===== src/rtl/baseball_scoreboard_if.sv =====
// baseball_scoreboard_if: hit/occupancy/out inputs and score/inning outputs of the scoreboard.
interface baseball_scoreboard_if #(parameter int SCORE_W = 8);
    logic [3:0]         hit;
    logic [2:0]         base_in;
    logic               out_strobe;
    logic [SCORE_W-1:0] score_away;
    logic [SCORE_W-1:0] score_home;
    logic [1:0]         outs;
    logic [4:0]         inning;
    logic               bottom;
    logic [2:0]         runs_play;
    logic               base_clr;
    logic               game_over;
    modport master (output hit, base_in, out_strobe,
                    input  score_away, score_home, outs, inning, bottom, runs_play, base_clr, game_over);
    modport slave  (input  hit, base_in, out_strobe,
                    output score_away, score_home, outs, inning, bottom, runs_play, base_clr, game_over);
endinterface


===== src/rtl/baseball_scoreboard.sv =====
// baseball_scoreboard: scores hits from pre-hit occupancy, counts outs/innings and decides game end.
// Optional mercy rule enabled by defining MERCY_RULE_EN.
module baseball_scoreboard #(
    parameter int SCORE_W       = 8,
    parameter int INNINGS       = 9,
    parameter int OUTS_PER_HALF = 3,
    parameter int MERCY_LEAD    = 10,
    parameter int MERCY_INNING  = 7
) (
    input logic clk,
    input logic reset_n,
    baseball_scoreboard_if.slave bus
);
`ifdef MERCY_RULE_EN
    localparam bit MERCY_ON = 1'b1;
`else
    localparam bit MERCY_ON = 1'b0;
`endif
    typedef enum logic [1:0] {PLAY, CLR, OVER} state_e;
    state_e             state_q, state_d;
    logic [SCORE_W-1:0] away_q, away_d, home_q, home_d, sat, lead;
    logic [SCORE_W:0]   sum;
    logic [1:0]         outs_q, outs_d, outs_inc;
    logic [4:0]         inning_q, inning_d;
    logic               bottom_q, bottom_d;
    logic [2:0]         runs_q, runs_d, runs;
    logic               f, s, t, valid_hit, half_end, late, mercy;
    assign {f, s, t} = bus.base_in;
    always_comb begin
        valid_hit = $onehot(bus.hit);
        // hit[3] is a single, hit[0] a home run
        runs      = {2'b0, t} + (bus.hit[3] ? 3'd0 : {2'b0, s})
                  + ((bus.hit[1] | bus.hit[0]) ? {2'b0, f} : 3'd0) + {2'b0, bus.hit[0]};
        sum       = {1'b0, bottom_q ? home_q : away_q} + (SCORE_W+1)'(runs);
        sat       = sum[SCORE_W] ? '1 : sum[SCORE_W-1:0];
        outs_inc  = outs_q + 2'd1;
        half_end  = 32'(outs_inc) == OUTS_PER_HALF;
        late      = 32'(inning_q) >= INNINGS;
        lead      = home_q >= away_q ? home_q - away_q : away_q - home_q;
        mercy     = MERCY_ON && 32'(inning_q) >= MERCY_INNING && 32'(lead) >= MERCY_LEAD;
        state_d   = state_q;
        away_d    = away_q;
        home_d    = home_q;
        outs_d    = outs_q;
        inning_d  = inning_q;
        bottom_d  = bottom_q;
        runs_d    = runs_q;
        if (state_q == CLR) begin
            state_d = PLAY;
        end else if (state_q == PLAY && valid_hit) begin
            runs_d = runs;
            home_d = bottom_q ? sat : home_q;
            away_d = bottom_q ? away_q : sat;
            state_d = (bottom_q && late && sat > away_q) ? OVER : PLAY;
        end else if (state_q == PLAY && bus.out_strobe) begin
            outs_d = half_end ? 2'd0 : outs_inc;
            if (half_end && (mercy || (late && (bottom_q ? home_q != away_q : home_q > away_q)))) begin
                state_d = OVER;
            end else if (half_end) begin
                state_d  = CLR;
                bottom_d = !bottom_q;
                inning_d = (bottom_q && inning_q != 5'd31) ? inning_q + 5'd1 : inning_q;
            end
        end
    end
    always_ff @(posedge clk or negedge reset_n) begin
        if (!reset_n) begin
            state_q  <= PLAY;
            away_q   <= '0;
            home_q   <= '0;
            outs_q   <= '0;
            inning_q <= 5'd1;
            bottom_q <= 1'b0;
            runs_q   <= '0;
        end else begin
            state_q  <= state_d;
            away_q   <= away_d;
            home_q   <= home_d;
            outs_q   <= outs_d;
            inning_q <= inning_d;
            bottom_q <= bottom_d;
            runs_q   <= runs_d;
        end
    end
    assign bus.score_away = away_q;
    assign bus.score_home = home_q;
    assign bus.outs       = outs_q;
    assign bus.inning     = inning_q;
    assign bus.bottom     = bottom_q;
    assign bus.runs_play  = runs_q;
    assign bus.base_clr   = state_q == CLR;
    assign bus.game_over  = state_q == OVER;
endmodule


===== src/flat_wrapper.sv =====
// flat-port wrapper written by rule: the top's interface ports become plain ports
module baseball_scoreboard_flat 
#(
    parameter int SCORE_W       = 8,
    parameter int INNINGS       = 9,
    parameter int OUTS_PER_HALF = 3,
    parameter int MERCY_LEAD    = 10,
    parameter int MERCY_INNING  = 7
)
  (clk, reset_n, bus_hit, bus_base_in, bus_out_strobe, bus_score_away, bus_score_home, bus_outs, bus_inning, bus_bottom, bus_runs_play, bus_base_clr, bus_game_over);
  baseball_scoreboard_if #(.SCORE_W(SCORE_W)) bus_i ();
  input logic clk;
  input logic reset_n;
  input wire logic [$bits(bus_i.hit)-1:0] bus_hit;
  input wire logic [$bits(bus_i.base_in)-1:0] bus_base_in;
  input wire logic [$bits(bus_i.out_strobe)-1:0] bus_out_strobe;
  output wire logic [$bits(bus_i.score_away)-1:0] bus_score_away;
  output wire logic [$bits(bus_i.score_home)-1:0] bus_score_home;
  output wire logic [$bits(bus_i.outs)-1:0] bus_outs;
  output wire logic [$bits(bus_i.inning)-1:0] bus_inning;
  output wire logic [$bits(bus_i.bottom)-1:0] bus_bottom;
  output wire logic [$bits(bus_i.runs_play)-1:0] bus_runs_play;
  output wire logic [$bits(bus_i.base_clr)-1:0] bus_base_clr;
  output wire logic [$bits(bus_i.game_over)-1:0] bus_game_over;
  assign bus_i.hit = bus_hit;
  assign bus_i.base_in = bus_base_in;
  assign bus_i.out_strobe = bus_out_strobe;
  assign bus_score_away = bus_i.score_away;
  assign bus_score_home = bus_i.score_home;
  assign bus_outs = bus_i.outs;
  assign bus_inning = bus_i.inning;
  assign bus_bottom = bus_i.bottom;
  assign bus_runs_play = bus_i.runs_play;
  assign bus_base_clr = bus_i.base_clr;
  assign bus_game_over = bus_i.game_over;
  baseball_scoreboard #(.SCORE_W(SCORE_W), .INNINGS(INNINGS), .OUTS_PER_HALF(OUTS_PER_HALF), .MERCY_LEAD(MERCY_LEAD), .MERCY_INNING(MERCY_INNING)) u_core (.clk(clk), .reset_n(reset_n), .bus(bus_i));
endmodule

===== config.mk =====
export PLATFORM = sky130hd
export DESIGN_NAME = baseball_scoreboard_flat
export DESIGN_NICKNAME = d
export VERILOG_FILES = /design/src/rtl/baseball_scoreboard_if.sv /design/src/rtl/baseball_scoreboard.sv /design/src/flat_wrapper.sv
export SDC_FILE = /design/constraint.sdc
export NUM_CORES = 1
export LEC_CHECK = 0
export CORE_ASPECT_RATIO = 2
export CORE_MARGIN = 1
export CORE_UTILIZATION = 45
export DETAILED_ROUTE_END_ITERATION = 10
export PLACE_DENSITY = 0.8
export SYNTH_ARGS = -nofsm -noshare
export SYNTH_HDL_FRONTEND = slang
export SYNTH_SLANG_ARGS = --single-unit

===== constraint.sdc =====
create_clock -name clk -period 5.7 [get_ports clk]
set_input_delay 1.71 -clock clk [delete_from_list [all_inputs] [get_ports clk]]
set_output_delay 1.71 -clock clk [all_outputs]
set_load 0.05 [all_outputs]

## After elaboration in Yosys (flattened, before gate mapping)

Index checks and enable logic that the tools add are counted.

| storage, ports and cells | value |
|---|---|
| flip-flop bits (word level) | 29 |
| bits of input ports | 10 |
| output and inout port bits | 29 |
| logic and storage cells | 60 |

| cells by class | value |
|---|---|
| add/subtract/negate cells | 9 |
| magnitude comparators | 3 |
| equality and inequality tests | 6 |
| muxes and demuxes | 12 |
| bitwise logic cells | 5 |
| reductions and logical operators | 18 |

Operator list:

| kind | number |
|---|---|
| $gt 8x8->1 | 2 |
| $mux 8 | 2 |
| $mux 2 | 7 |
| $add 8x3->9 | 1 |
| $reduce_and 3->1 | 3 |
| $ne 8x8->1 | 1 |
| $logic_and 1x1->1 | 7 |
| $add 3x3->3 | 2 |
| $reduce_and 6->1 | 1 |
| $add 5x1->5 const B | 1 |
| $ge 5x4->1 const B | 1 |
| $ne 5x5->1 const B | 1 |
| $reduce_and 5->1 | 1 |
| $add 1x1->2 | 2 |
| $eq 2x2->1 const B | 2 |
| $not 1->1 | 4 |
| $reduce_and 2->1 | 2 |
| $reduce_bool 4->1 | 1 |
| $add 1x3->3 | 1 |
| $add 3x1->3 | 1 |
| $eq 3x1->1 const B | 1 |
| $mux 1 | 3 |
| $reduce_bool 3->1 | 1 |
| $add 2x1->2 const B | 1 |
| 4 further kinds | 4 |

## Longest topological paths before layout

Gate-level depths: netlist (run 1).

| logic depth | value |
|---|---|
| depth after elaboration | 11 |
| gate-level depth with buffers | 21 |
| mapped depth without buffers | 21 |

## Least setup slack after synthesis (run 1)

Ideal clock, no wire load.

| timing | value |
|---|---|
| path type | input to register |
| start | input bus_hit[0] |
| end | register u_core.state_q[1] |
| library setup time | 118 ps |
| data arrival time | 5,063 ps |
| required time | 5,582 ps |
| path slack | 519 ps |
| stages | 20 |
| buffers on the path | 0 |
| cell sequence | inv_1 ha_1 nor2b_1 fa_1 ha_1 ha_1 inv_1 fa_1 nor2b_1 o21bai_1 nor2_1 nand2_1 nand2_1 ha_1 nor2b_1 o211ai_1 a21oi_1 a211oi_1 o41ai_1 a21o_1 |

| between the ends | value |
|---|---|
| longest elaborated chain between the ends | 11 |
| elaborated cells on any way between the ends | 18 |
| classes of those cells | add/sub (5); order compare (1); eq/ne (1); mux (5); bitwise (1); reduce/logical (5) |

Ends and longest elaborated chain:

| element | RTL line | RTL |
|---|---|---|
| from (decl) | flat_wrapper.sv:14 | `input wire logic [$bits(bus_i.hit)-1:0] bus_hit;` |
| $or 1x1->1 | baseball_scoreboard.sv:33 | `+ ((bus.hit[1] \| bus.hit[0]) ? {2'b0, f} : 3'd0) + {2'b0, bus.hit[0]};` |
| $mux 1 | baseball_scoreboard.sv:33 |  |
| $add 3x3->3 | baseball_scoreboard.sv:33 |  |
| $add 3x1->3 (*) | baseball_scoreboard.sv:33 |  |
| net u_core.runs[0] | baseball_scoreboard.sv:26 | `logic [2:0] runs_q, runs_d, runs;` |
| $add 8x3->9 (*) | baseball_scoreboard.sv:34 | `sum = {1'b0, bottom_q ? home_q : away_q} + (SCORE_W+1)'(runs);` |
| $mux 8 (*) | baseball_scoreboard.sv:35 | `sat = sum[SCORE_W] ? '1 : sum[SCORE_W-1:0];` |
| net u_core.sat[1] | baseball_scoreboard.sv:21 | `logic [SCORE_W-1:0] away_q, away_d, home_q, home_d, sat, lead;` |
| $gt 8x8->1 (*) | baseball_scoreboard.sv:54 | `state_d = (bottom_q && late && sat > away_q) ? OVER : PLAY;` |
| $logic_and 1x1->1 (*) | baseball_scoreboard.sv:54 |  |
| $mux 2 (*) | baseball_scoreboard.sv:54 |  |
| $mux 2 (*) | baseball_scoreboard.sv:50 | `end else if (state_q == PLAY && valid_hit) begin` |
| $mux 2 (*) | baseball_scoreboard.sv:48 | `if (state_q == CLR) begin` |
| to (signal assigned) | baseball_scoreboard.sv:76 | `state_q <= state_d;` |
| to (decl) | baseball_scoreboard.sv:20 | `state_e state_q, state_d;` |

The timed path passes the listed nets; every way through them passes the cells marked *.
A chain may end at the register's enable or synchronous reset.

## Worst setup path in the final report (run 1)

Ends and elaborated chain as after synthesis.

==> results of run 1 <==
-- cell type report --
type / instances / area [um2] / share of cell area
Clock buffer: 7 / 86.3 / 0.0312
Inverter: 17 / 63.8 / 0.0231
Multi-Input combinational cell: 155 / 1290 / 0.467
Sequential cell: 29 / 727 / 0.263
Tap cell: 54 / 67.6 / 0.0244
Timing Repair Buffer: 58 / 531 / 0.192
-- sequential cells by signal, summed over array words and instances (netlist names) --
| register | count |
|---|---|
| u_core.bus.score_away | 8 |
| u_core.bus.score_home | 8 |
| u_core.bus.inning | 5 |
| u_core.bus.runs_play | 3 |
| u_core.bus.outs | 2 |
| u_core.state_q | 2 |
| u_core.bus.bottom | 1 |
-- kinds of logic (layout without fill, tap and decap cells) --
kind of cell | after synthesis | count (layout)
XOR/XNOR | 7 | 7
buffers and inverters | 21 | 82
AO/OA/AOI/OAI | 33 | 33
flip-flops | 29 | 29
multiplexers | 19 | 19
adder cells (fa/ha/maj) | 31 | 31
AND/OR/NAND/NOR | 65 | 65
-- per-stage QoR --
stage	util	setup TNS (ns)	hold WS, ns	worst slack [ns]	cell area (um2)
final	0.637	0	0.474	0.191	2770
after detailed placement	0.598	-0.214	0.462	-0.214	2600
after global routing	0.637	-0.0826	0.508	-0.0826	2770
after floorplan	-	0	0.464	0.519	2030
after global placement	0.598	-0.167	0.459	-0.167	2600
after CTS	0.618	0	0.477	0.0610	2680
-- cells in the mapped netlist, drive strengths merged, types with 3 or more instances --
library cell	number	area [um2]
dfrtp	28	701
nand3	5	25.0
nor2	14	57.6
xnor2	3	26.3
mux2i	5	50.1
a21oi	11	55.1
mux2	14	161
a31oi	4	25.0
fa	3	60.1
xor2	4	35.0
nand2	23	86.3
nand4	5	31.3
nor2b	11	68.8
a21o	3	23.8
ha	28	350
o21ai	7	35.0
buf	3	20.0
inv	17	63.8
-- timing repair --
action	CTS	global route
resized for setup	0	15
buffers inserted	0	1
hold endpoints to repair	0	0
endpoints found under the setup margin	0	1
-- metal layers --
layer  global-route usage  vias to the layer above  part of all wire
met2                0.409                       45              0.56
met5                    0                        -                 0
met1                0.211                      838              0.36
met3               0.0393                       22             0.026
li1                     -                      835                 -
met4                0.160                        0             0.054
-- worst min-delay path, stage by stage (launching register included) --
cell     delay [ns]
dfrtp_1        0.34
nand2_1        0.05
nand2_1        0.05
-- how the worst min path moves through the flow --
stage          cells past startpoint  slack (ns)                      end
2_1_floorplan                      1        0.46        u_core.state_q[1]
6_report                           2        0.47  u_core.bus.runs_play[2]
3_5_place_dp                       2        0.46  u_core.bus.runs_play[2]
3_3_place_gp                       2        0.46  u_core.bus.runs_play[2]
4_1_cts                            2        0.48  u_core.bus.runs_play[2]
5_1_grt                            2        0.51  u_core.bus.runs_play[1]
==> results.sh, run 1 <==
export IMPL_status="finished clean"
export IMPL_netlist_instances=205
export IMPL_routedWlPerCell_um=15.7
export IMPL_via_count=1740
export IMPL_htreeDepth=2
export IMPL_cts_sinks=29
export IMPL_finalCritPeriodShare=0.967
export IMPL_worst_hold_startpoint="u_core.bus.runs_play[2]"
export IMPL_detail_route_antenna_nets=0
export IMPL_worstHoldPathType="flop to flop"
export IMPL_clockRootBuffer="clkbuf_8"
export IMPL_wl_um=5010
export IMPL_final_cell_mix="clkdlybuf4s50_1, dfrtp_1, ha_1, nand2_1, buf_4"
export IMPL_endpoint="u_core.state_q[1]"
export IMPL_synth_edf_count=0
export IMPL_globalplace_congestion=0.861
export IMPL_synth_nets=246
export IMPL_critPathBufInv=2
export IMPL_drtIter0Drc=45
export IMPL_start_util=0.468
export IMPL_drv_slew=0
export IMPL_synth_compound_area_frac=0.102
export IMPL_rrSetupSlack_ns=2.20
export IMPL_io_pins=39
export IMPL_cts_clk_slew_worst_paths_ns=0.06
export IMPL_cts_tree="done"
export IMPL_reg2regPathDepth=15
export IMPL_overflow=0
export IMPL_grt_pass1_vias=1871
export IMPL_ys_warn_count=0
export IMPL_start_kind="input pin"
export IMPL_layout_drive_gt1_share=0.229
export IMPL_crit_path_frequent_cell="ha_1"
export IMPL_fmax_ghz=0.182
export IMPL_r2r_start="u_core.bus.bottom"
export IMPL_synthMuxAreaShare=0.104
export IMPL_final_common_cell="clkdlybuf4s50_1"
export IMPL_synthesis_area_um2=2030
export IMPL_synthArstFlopShare=1.00
export IMPL_slowest_stage="clkdlybuf4s50_1"
export IMPL_fillerInstances=378
export IMPL_grt_max_degree=30
export IMPL_via_per_inst=5.44
export IMPL_crit_path_end_kind="flop"
export IMPL_cpPeakStageDelay_ns=0.48
export IMPL_maxSlewHeadroom=0.532
export IMPL_syn_to_final_growth_pct=36.3
export IMPL_io_buffer_count=38
export IMPL_grt_antenna_before_repair=0
export IMPL_synthSimpleGateAreaFrac=0.160
export IMPL_cts_path_max_buffers=2
export IMPL_grt_first_pass_wirelength_um=8120
export IMPL_fin_worst_skew_ns=0.00794
export IMPL_fp_row_count=34
export IMPL_ys_types=38
export IMPL_first_pass_iters=4
export IMPL_period_minus_slack_ns=5.51
export IMPL_die_width_um=49.5
export IMPL_worstReg2RegEnd="u_core.state_q[1]"
export IMPL_grt_usage=0.223
export IMPL_cts_buffers_inserted=5
export IMPL_die_height_um=97.0
export IMPL_cts_hold_buf=0
export IMPL_synth_fa_ha_area_frac=0.202
export IMPL_hold_viol_final=0
export IMPL_critPathKind="input pin to flop"
export IMPL_fin_nets=307
export IMPL_worstPathRequired_ns=5.92
export IMPL_drv_cap=0
export IMPL_crit_start="bus_hit[0]"
export IMPL_insertion_delay_ns=0.28
export IMPL_placed_cells=312
export IMPL_finalNonFillerCells=320
export IMPL_synth_xor_area_frac=0.0302
export IMPL_crit_arrival_ns=5.73
export IMPL_avgSynthCellArea_um2=9.90
export IMPL_hpwl_um=3740
export IMPL_synthFlopType="dfrtp_1"
export IMPL_worstMarginPinSlew_ns=0.702
export IMPL_path_max_fanout=3
export IMPL_yosysSeqAreaShare=0.358
export IMPL_post_route_drc_count=0
export IMPL_cp_num_cells=19
export IMPL_cp_cell_sequence="clkdlybuf4s50_1 > inv_1 > ha_1 > nor2b_1 > fa_1 > ha_1 > ha_1 > ha_1 > a21o_1 > a21oi_2 > or4_4 > nor3b_2 > a21oi_1 > ha_1 > nand4_1 > a21oi_2 > a211oi_2 > o41ai_2 > a21o_1"
export IMPL_synth_top_family_by_area="adder cells"
export IMPL_finalSetupViolCount=0
export IMPL_synth_seq_cells=29
export IMPL_path_delay_family="adder cells"
export IMPL_coreArea_um2=4340
export IMPL_dieArea_um2=4800
export IMPL_num_antenna_cells=0
Power of run 1 is not shown: default switching activity piles up to over one toggle a cycle in this logic, so the estimate is an artifact.
==> inputs of run 2 (changes only) <==
--- a/config.mk
+++ b/config.mk
@@ -10,5 +10,5 @@
 export CORE_UTILIZATION = 45
 export DETAILED_ROUTE_END_ITERATION = 10
-export PLACE_DENSITY = 0.8
+export PLACE_DENSITY = 0.81
 export SYNTH_ARGS = -nofsm -noshare
 export SYNTH_HDL_FRONTEND = slang
==> constraint.sdc (replaced) <==
create_clock -name clk -period 5.7 [get_ports clk]
set_input_delay 1.71 -clock clk [delete_from_list [all_inputs] [get_ports clk]]
set_output_delay 1.71 -clock clk [all_outputs]
set_load 0.01 [all_outputs]
==> run 2 against run 1 <==
Compared with the run above:
- core utilization rose by 0.12 points
- sequential cell count is the same
- register-to-register slack lost 0.08 ns
- cell count shrank 0.31%
- critical path type unchanged
==> results.sh, run 2 (synthesis gave the netlist of run 1 again) <==
export IMPL_worstPathRequired_ns=5.88
export IMPL_rsz0062_at_grt="no"
export IMPL_via_count=1734
export IMPL_cts_clk_slew_worst_paths_ns=0.07
export IMPL_io_pins=39
export IMPL_start_util=0.468
export IMPL_cts_sinks=29
export IMPL_grt_pass1_vias=1768
export IMPL_die_width_um=49.5
export IMPL_drv_cap=0
export IMPL_path_max_fanout=3
export IMPL_status="finished clean"
export IMPL_first_pass_iters=4
export IMPL_routedWlPerCell_um=15.5
export IMPL_cts_buffers_inserted=5
export IMPL_via_per_inst=5.44
export IMPL_syn_to_final_growth_pct=36.5
export IMPL_layout_drive_gt1_share=0.226
export IMPL_final_cell_mix="clkdlybuf4s50_1, dfrtp_1, ha_1, nand2_1, buf_4"
export IMPL_grt_max_degree=30
export IMPL_ir_worst_vdd_uv=409
export IMPL_rrSetupSlack_ns=2.12
export IMPL_die_height_um=97.0
export IMPL_final_core_util=0.638
export IMPL_cts_tree="done"
export IMPL_tns_ns=0
export IMPL_maxSlewHeadroom=0.542
export IMPL_slowest_stage="clkdlybuf4s50_1"
export IMPL_drtIter0Drc=43
export IMPL_leakagePower_nw=1.34
export IMPL_fin_nets=305
export IMPL_dieArea_um2=4800
export IMPL_hold_viol_final=0
export IMPL_critPathKind="input pin to flop"
export IMPL_start_kind="input pin"
export IMPL_coreArea_um2=4340
export IMPL_worstMarginPinSlew_ns=0.687
export IMPL_worst_hold_startpoint="u_core.bus.runs_play[1]"
export IMPL_wl_um=4960
export IMPL_insertion_delay_ns=0.28
export IMPL_grt_first_pass_wirelength_um=8090
export IMPL_crit_arrival_ns=5.70
export IMPL_crit_start="bus_hit[0]"
export IMPL_finalCritPeriodShare=0.969
export IMPL_cpPeakStageDelay_ns=0.47
export IMPL_power_density_nw_per_um2=622
export IMPL_endpoint="u_core.state_q[1]"
export IMPL_clockRootBuffer="clkbuf_8"
export IMPL_worstReg2RegEnd="u_core.state_q[1]"
export IMPL_fin_worst_skew_ns=0.00399
export IMPL_htreeDepth=2
export IMPL_grt_antenna_before_repair=0
export IMPL_hpwl_um=3660
export IMPL_io_buffer_count=38
export IMPL_crit_path_frequent_cell="ha_1"
export IMPL_fp_row_count=34
export IMPL_cts_path_max_buffers=2
export IMPL_post_route_drc_count=0
export IMPL_period_minus_slack_ns=5.52
export IMPL_worstHoldPathType="flop to flop"
export IMPL_cp_cell_sequence="clkdlybuf4s50_1 > inv_1 > ha_1 > nor2b_2 > fa_1 > ha_4 > ha_1 > ha_1 > a21o_1 > a21oi_2 > xnor2_1 > nand2_1 > ha_1 > a21oi_1 > a21oi_2 > a211oi_2 > o41ai_2 > a21o_1"
export IMPL_final_common_cell="clkdlybuf4s50_1"
export IMPL_finalSetupViolCount=0
export IMPL_cts_hold_buf=0
export IMPL_globalplace_congestion=0.899
export IMPL_num_antenna_cells=0
export IMPL_grt_usage=0.222
export IMPL_detail_route_antenna_nets=0
export IMPL_reg2regPathDepth=13
export IMPL_drv_slew=0
export IMPL_fmax_ghz=0.181
export IMPL_r2r_start="u_core.bus.bottom"
export IMPL_crit_path_end_kind="flop"
export IMPL_overflow=0
export IMPL_whs_ns=0.478
## run 2: how the worst min path moves through the flow
| stage | depth (start not counted) | slack [ns] | to |
|---|---|---|---|
| 3_5_place_dp | 2 | 0.47 | u_core.bus.runs_play[1] |
| 4_1_cts | 2 | 0.49 | u_core.bus.runs_play[1] |
| 2_1_floorplan | 1 | 0.46 | u_core.state_q[1] |
| 6_report | 2 | 0.48 | u_core.bus.runs_play[1] |
| 3_3_place_gp | 2 | 0.48 | u_core.bus.runs_play[1] |
| 5_1_grt | 2 | 0.52 | u_core.bus.runs_play[1] |
## run 2: layout make-up
type | count | area (um2)
fillers | 368 | 1570
multi-input cells | 155 | 1280
flip-flops and latches | 29 | 727
repair buffers | 56 | 515
clock buffers | 7 | 86.3
well taps | 54 | 67.6
inverters | 17 | 63.8
clock inverters | 1 | 30.0
## run 2: timing repair
action / CTS / global route
setup endpoints to repair: 0 / 1
buffers inserted: 0 / 1
resized for setup: 0 / 14
## run 2: layer usage
layer | wire [um] | vias to the layer above | global-route usage
li1 | - | 837 | -
met1 | 1780 | 823 | 0.233
met2 | 2720 | 52 | 0.400
met3 | 183 | 22 | 0.0267
met4 | 265 | 0 | 0.143
met5 | 0 | - | 0
## run 2: where the power goes
group / total (mW) / switching (mW) / internal, mW
Sequential: 0.409 / 0.113 / 0.296
Clock: 0.226 / 0.0834 / 0.142
Combinational: 1.09 / 0.518 / 0.570
## run 2: critical path: cells and delay by family
kind,cells,cell delay [ns]
simple gates,2,0.28
buf+inv,2,0.51
xor+xnor,1,0.20
fa+ha+maj,6,1.73
compound gates,7,1.27
## run 2: through the flow
step | instance area [um2] | worst slack, ns | total power, mW | instances
4_1_cts | 2700 | 0.0291 | 1.66 | 318
3_3_place_gp | 2580 | -0.164 | 1.39 | 310
5_1_grt | 2770 | 0.00175 | 1.85 | 319
3_5_place_dp | 2580 | -0.249 | 1.42 | 310
6_report | 2770 | 0.176 | 1.72 | 319
2_1_floorplan | 2030 | 0.520 | 0.958 | 205
No activity file was read; power rests on OpenSTA's default activity.
